**config.mk**
```make
export PLATFORM = sky130hd
export DESIGN_NAME = imem_loader
export DESIGN_NICKNAME = d
export VERILOG_FILES = /design/src/rtl/imem_loader.sv
export SDC_FILE = /design/constraint.sdc
export NUM_CORES = 1
export LEC_CHECK = 0
export ABC_CLOCK_PERIOD_IN_PS = 2600
export CAP_MARGIN = 40
export CORE_AREA = 2 2 94 96
export DETAILED_ROUTE_END_ITERATION = 8
export DIE_AREA = 0 0 96 98
export PLACE_DENSITY = 0.77
export REMOVE_ABC_BUFFERS = 1
export SYNTH_ARGS = -nofsm -noshare
export SYNTH_HDL_FRONTEND = slang
export SYNTH_SLANG_ARGS = --single-unit
```
**constraint.sdc**
```tcl
create_clock -name clk -period 2.6 [get_ports clk]
set_input_delay 0.26 -clock clk [delete_from_list [all_inputs] [get_ports clk]]
set_output_delay 0.26 -clock clk [all_outputs]
set_load 0.005 [all_outputs]
```
**src/rtl/imem_loader.sv**
```systemverilog
// imem_loader: parses a length-prefixed byte stream and writes little-endian words into instruction RAM.
// Define IMEM_LOADER_CSUM_EN to require a trailing modulo-256 checksum byte after the data.
module imem_loader #(
    parameter int ADDR_WIDTH = 7,
    parameter int MEM_SIZE   = 128
) (
    input  logic                  clk,
    input  logic                  rst_n,
    input  logic                  start,
    input  logic [7:0]            rx_data,
    input  logic                  rx_valid,
    output logic                  rx_ready,
    output logic                  we,
    output logic [ADDR_WIDTH-1:0] a,
    output logic [31:0]           d,
    output logic                  cpu_hold,
    output logic                  busy,
    output logic                  done,
    output logic                  err
);
    typedef enum logic [2:0] {
        IDLE,
        LEN_LO,
        LEN_HI,
        DATA,
`ifdef IMEM_LOADER_CSUM_EN
        CSUM,
`endif
        DONE
    } state_t;
    localparam logic [16:0] MAX_LEN = 17'(MEM_SIZE);
    state_t              state;
    logic [15:0]         len;
    logic [ADDR_WIDTH:0] widx;
    logic [1:0]          bidx;
    logic [23:0]         word;
    logic                acc;
    logic [15:0]         n;
    logic                len_bad;
    logic                last;
`ifdef IMEM_LOADER_CSUM_EN
    logic [7:0]          csum;
`endif
    assign acc     = rx_valid && rx_ready;
    assign n       = {rx_data, len[7:0]};
    assign len_bad = (n == 16'd0) || ({1'b0, n} > MAX_LEN);
    assign last    = 16'(widx) == len - 16'd1;
    always_ff @(posedge clk or negedge rst_n) begin
        if (!rst_n) begin
            state    <= IDLE;
            rx_ready <= 1'b0;
            we       <= 1'b0;
            a        <= '0;
            d        <= '0;
            cpu_hold <= 1'b0;
            busy     <= 1'b0;
            done     <= 1'b0;
            err      <= 1'b0;
            len      <= '0;
            widx     <= '0;
            bidx     <= '0;
            word     <= '0;
`ifdef IMEM_LOADER_CSUM_EN
            csum     <= '0;
`endif
        end else begin
            we <= 1'b0;
            case (state)
                IDLE, DONE: if (start) begin
                    state    <= LEN_LO;
                    rx_ready <= 1'b1;
                    cpu_hold <= 1'b1;
                    busy     <= 1'b1;
                    done     <= 1'b0;
                    err      <= 1'b0;
                    widx     <= '0;
                    bidx     <= '0;
`ifdef IMEM_LOADER_CSUM_EN
                    csum     <= '0;
`endif
                end
                LEN_LO: if (acc) begin
                    len[7:0] <= rx_data;
                    state    <= LEN_HI;
                end
                LEN_HI: if (acc) begin
                    len[15:8] <= rx_data;
                    if (len_bad) begin
                        state    <= DONE;
                        rx_ready <= 1'b0;
                        cpu_hold <= 1'b0;
                        busy     <= 1'b0;
                        done     <= 1'b1;
                        err      <= 1'b1;
                    end else begin
                        state <= DATA;
                    end
                end
                DATA: if (acc) begin
                    bidx <= bidx + 2'd1;
`ifdef IMEM_LOADER_CSUM_EN
                    csum <= csum + rx_data;
`endif
                    case (bidx)
                        2'd0: word[7:0]   <= rx_data;
                        2'd1: word[15:8]  <= rx_data;
                        2'd2: word[23:16] <= rx_data;
                        default: begin
                            // d is its own register so the next word can start assembling during the write
                            we   <= 1'b1;
                            a    <= widx[ADDR_WIDTH-1:0];
                            d    <= {rx_data, word};
                            widx <= widx + 1'b1;
                            if (last) begin
`ifdef IMEM_LOADER_CSUM_EN
                                state <= CSUM;
`else
                                state    <= DONE;
                                rx_ready <= 1'b0;
                                cpu_hold <= 1'b0;
                                busy     <= 1'b0;
                                done     <= 1'b1;
`endif
                            end
                        end
                    endcase
                end
`ifdef IMEM_LOADER_CSUM_EN
                CSUM: if (acc) begin
                    state    <= DONE;
                    rx_ready <= 1'b0;
                    cpu_hold <= 1'b0;
                    busy     <= 1'b0;
                    done     <= 1'b1;
                    err      <= rx_data != csum;
                end
`endif
                default: state <= IDLE;
            endcase
        end
    end
endmodule

```
==> impl_metrics.tcl, run 1 <==
set metrics [dict create \
    cts_tree "yes" \
    synth_compound_gate_area_share_pct 8.74 \
    start_kind "flip-flop" \
    post_cts_buffers 0 \
    die_h_um 98 \
    critical_path.max_stage_delay_ns 0.53 \
    wl_per_cell_um 17.5 \
    clk_latency_ns 0.36 \
    yosysTopAreaCell "dfrtp_1" \
    synth-seq-cells 96 \
    cap_violations 0 \
    cts_buffer_depth 2 \
    synthXorXnorAreaFrac_pct 2.94 \
    grt_use_total_pct 22.0 \
    row_count 34 \
    relSlewSlack_pct 59.8 \
    cts_sinks 96 \
    finalClockSkew_ns 0.00963 \
    yosysTopAreaCellShare_pct 53.8 \
    tightest_slew_ns 0.604 \
    pin_count 57 \
    p_sw_mw 1.33 \
    start_util_pct 52.8 \
    power.total_mw 4.62 \
    clk_pin_slew_ns 0.10 \
    rsz0062_at_grt "no" \
    antenna_found_initial 0 \
    globalplace.congestion 0.969 \
    seqPwrFrac_pct 49.7 \
    portBuffers 56 \
    viasPerCell 5.78 \
    critPathRequiredTime_ns 2.82 \
    dp.cells 520 \
    grt_remaining_overflow 0 \
    core_area_um2 8470 \
    maxSlewViolCount 0 \
    synthFlopType "dfrtp_1" \
    synthSimpleGateAreaFrac_pct 10.1 \
    grt_max_degree 50 \
    yosys_warnings 0 \
    max_freq_ghz 0.408 \
    drc 0 \
    intPower_mw 3.29 \
    hold_slack_ns 0.465 \
    cp_slowest_cell "or4b_4" \
    root_buffer "clkbuf_8" \
    p_sw_share_pct 28.8 \
    synth_edf_count 0 \
    layout.cells.non_filler 537 \
    vias 3104 \
    p_clk_share_pct 20.2 \
    synth_area_um2 4470 \
    grt_pass1_wl_um 16000 \
    synth_cells 357 \
    synth_top_family_by_area "multiplexers" \
    fin_crit_ns 2.45 \
    hold_class "primary input to asynchronous set/reset pin" \
    cp_cell_sequence "inv_1 -> ha_2 -> or4b_4 -> o41ai_4 -> o31ai_2 -> nor4_1 -> a21oi_1" \
    layout_worst_path_cycle_share_pct 94.2 \
    critPathCaptureType "flip-flop" \
    async_flop_share_pct 100 \
    nets 443 \
    p_comb_share_pct 30.1 \
    power.static_leakage_nw 2.41 \
    die-area_um2 9410 \
    synthDistinctLibCells 61 \
    area_growth_pct 21.7 \
    synth-seq-area-share_pct 53.8 \
    synth_most_common_cell "dfrtp_1" \
    antenna_cells_inserted 0 \
    ant_nets 0 \
    ir_worst_vdd_v 0.000492 \
    wirelength_um 9380 \
    cts_max_level 3 \
    finalHoldViolCount 0 \
    cp_max_fo 6 \
    status "finished, final reports clean" \
    drtIter0Drc 233 \
    finalSetupViolCount 0 \
    synth.area.mux_share_pct 20.1 \
    drive_gt1_share_pct 22.4 \
    cts_buffers 9 \
    p_per_area_nw_per_um2 849 \
    grt_pass1_vias 3251 \
    synthTopCellsByArea "dfrtp_1 54%, mux2_2 12%, mux2_1 7.3%" \
    critical_path_arrival_ns 2.67 \
    path_class "flip-flop to flip-flop" \
    fin_util_pct 64.2 \
    synthTopCellsByCount "96 x dfrtp_1, 48 x mux2_2, 29 x mux2_1, 22 x nor2_1, 20 x nand2_1" \
    dr.pass1.iters 4 \
    synthAdderAreaFrac_pct 1.96 \
    dpl.hpwl_um 6660 \
    die_x_um 96 \
    syn_avg_cell_area_um2 12.5 \
]
worst paths after layout:
path,startpoint,slack (ns),depth (start not counted),to
worst max-delay path,len[0],0.15,7,state[0]
worst min-delay path,rst_n,0.47,2,d[29]
max in group asynchronous,rst_n,1.45,3,a[3]
worst max register to register,len[0],0.15,7,state[0]
min in group clk,d[9],0.49,1,d[9]
worst min register to register,d[9],0.49,1,d[9]
logic make-up after synthesis:
logic type | count (synthesis)
xor+xnor | 15
buf+inv | 24
fa+ha+maj | 7
mux | 80
compound gates | 50
simple gates | 85
flops | 96
layout by cell type, fill, tap and decap left out, types with 2 or more instances in the layout:
master / instances
buf_4: 12
clkdlybuf4s50_1: 55
inv_1: 10
and3_1: 2
nand4_1: 4
mux2_2: 48
a311oi_2: 2
a31oi_1: 2
ha_1: 6
or4_1: 3
xor2_1: 5
xnor2_1: 10
nor3b_1: 2
or3_1: 3
mux2i_1: 2
nor2b_1: 3
nor2_1: 22
nand3_1: 2
buf_12: 2
nand2_1: 20
nor4_1: 4
o21ai_0: 10
dfrtp_1: 96
mux2_1: 29
nor3_1: 4
a21oi_1: 12
and2_1: 2
nor4_2: 2
o31ai_1: 2
inv_6: 3
clkbuf_8: 10
critical path: cells and delay by family, from the launching register on:
| family | cells | cell delay [ns] |
|---|---|---|
| buffers and inverters | 1 | 0.12 |
| DFF | 1 | 0.43 |
| adders and majority gates | 1 | 0.25 |
| AOI/OAI and AO/OA | 3 | 0.67 |
| and+or+nand+nor | 2 | 0.85 |
layout make-up:
class	instances	area, um2
fillers	652	3030
clock inverters	5	46.3
multi-input cells	237	1980
clock buffers	11	141
flip-flops and latches	96	2400
well taps	108	135
repair buffers	70	691
inverters	10	37.5
what timing repair did:
item,in CTS,in global routing
hold endpoints to repair,47,0
resized for setup,0,5
hold buffers,1,0
setup endpoints to repair,0,4
flip-flops by register name (all words and copies together), names as in the netlist:
name,flops
a,7
bidx,2
busy,1
d,32
done,1
err,1
len,16
state,3
we,1
widx,8
word,24
stage by stage:
step                cell area, um2  worst slack (ns)  TNS (ns)
floorplan                     4400            -0.108     -3.31
global placement              5220             0.186         0
detailed placement            5220             0.114         0
CTS                           5420            0.0975         0
global route                  5440            0.0453         0
finish                        5440             0.150         0
power by group through the flow:
stage                     clock network (mW)  registers [mW]  logic (mW)
after floorplan                            0            2.28       0.637
after global placement                     0            2.30        1.35
after detailed placement                   0            2.33        1.40
after CTS                              0.961            2.30        1.41
after global routing                    1.03            2.37        1.53
final                                  0.933            2.29        1.39
per-layer routing:
layer,track usage (%),routed length [um],vias up
li1,-,-,1421
met1,30.0,3930,1569
met2,35.0,4740,94
met3,2.55,474,20
met4,10.3,235,0
met5,0,0,-
No activity file was read; power rests on OpenSTA's default activity.
==> inputs of run 2 (changes only) <==
- SLEW_MARGIN: not set -> 20
==> results of run 2 <==
Final layout, timing and power as in run 1 (identical DEF).
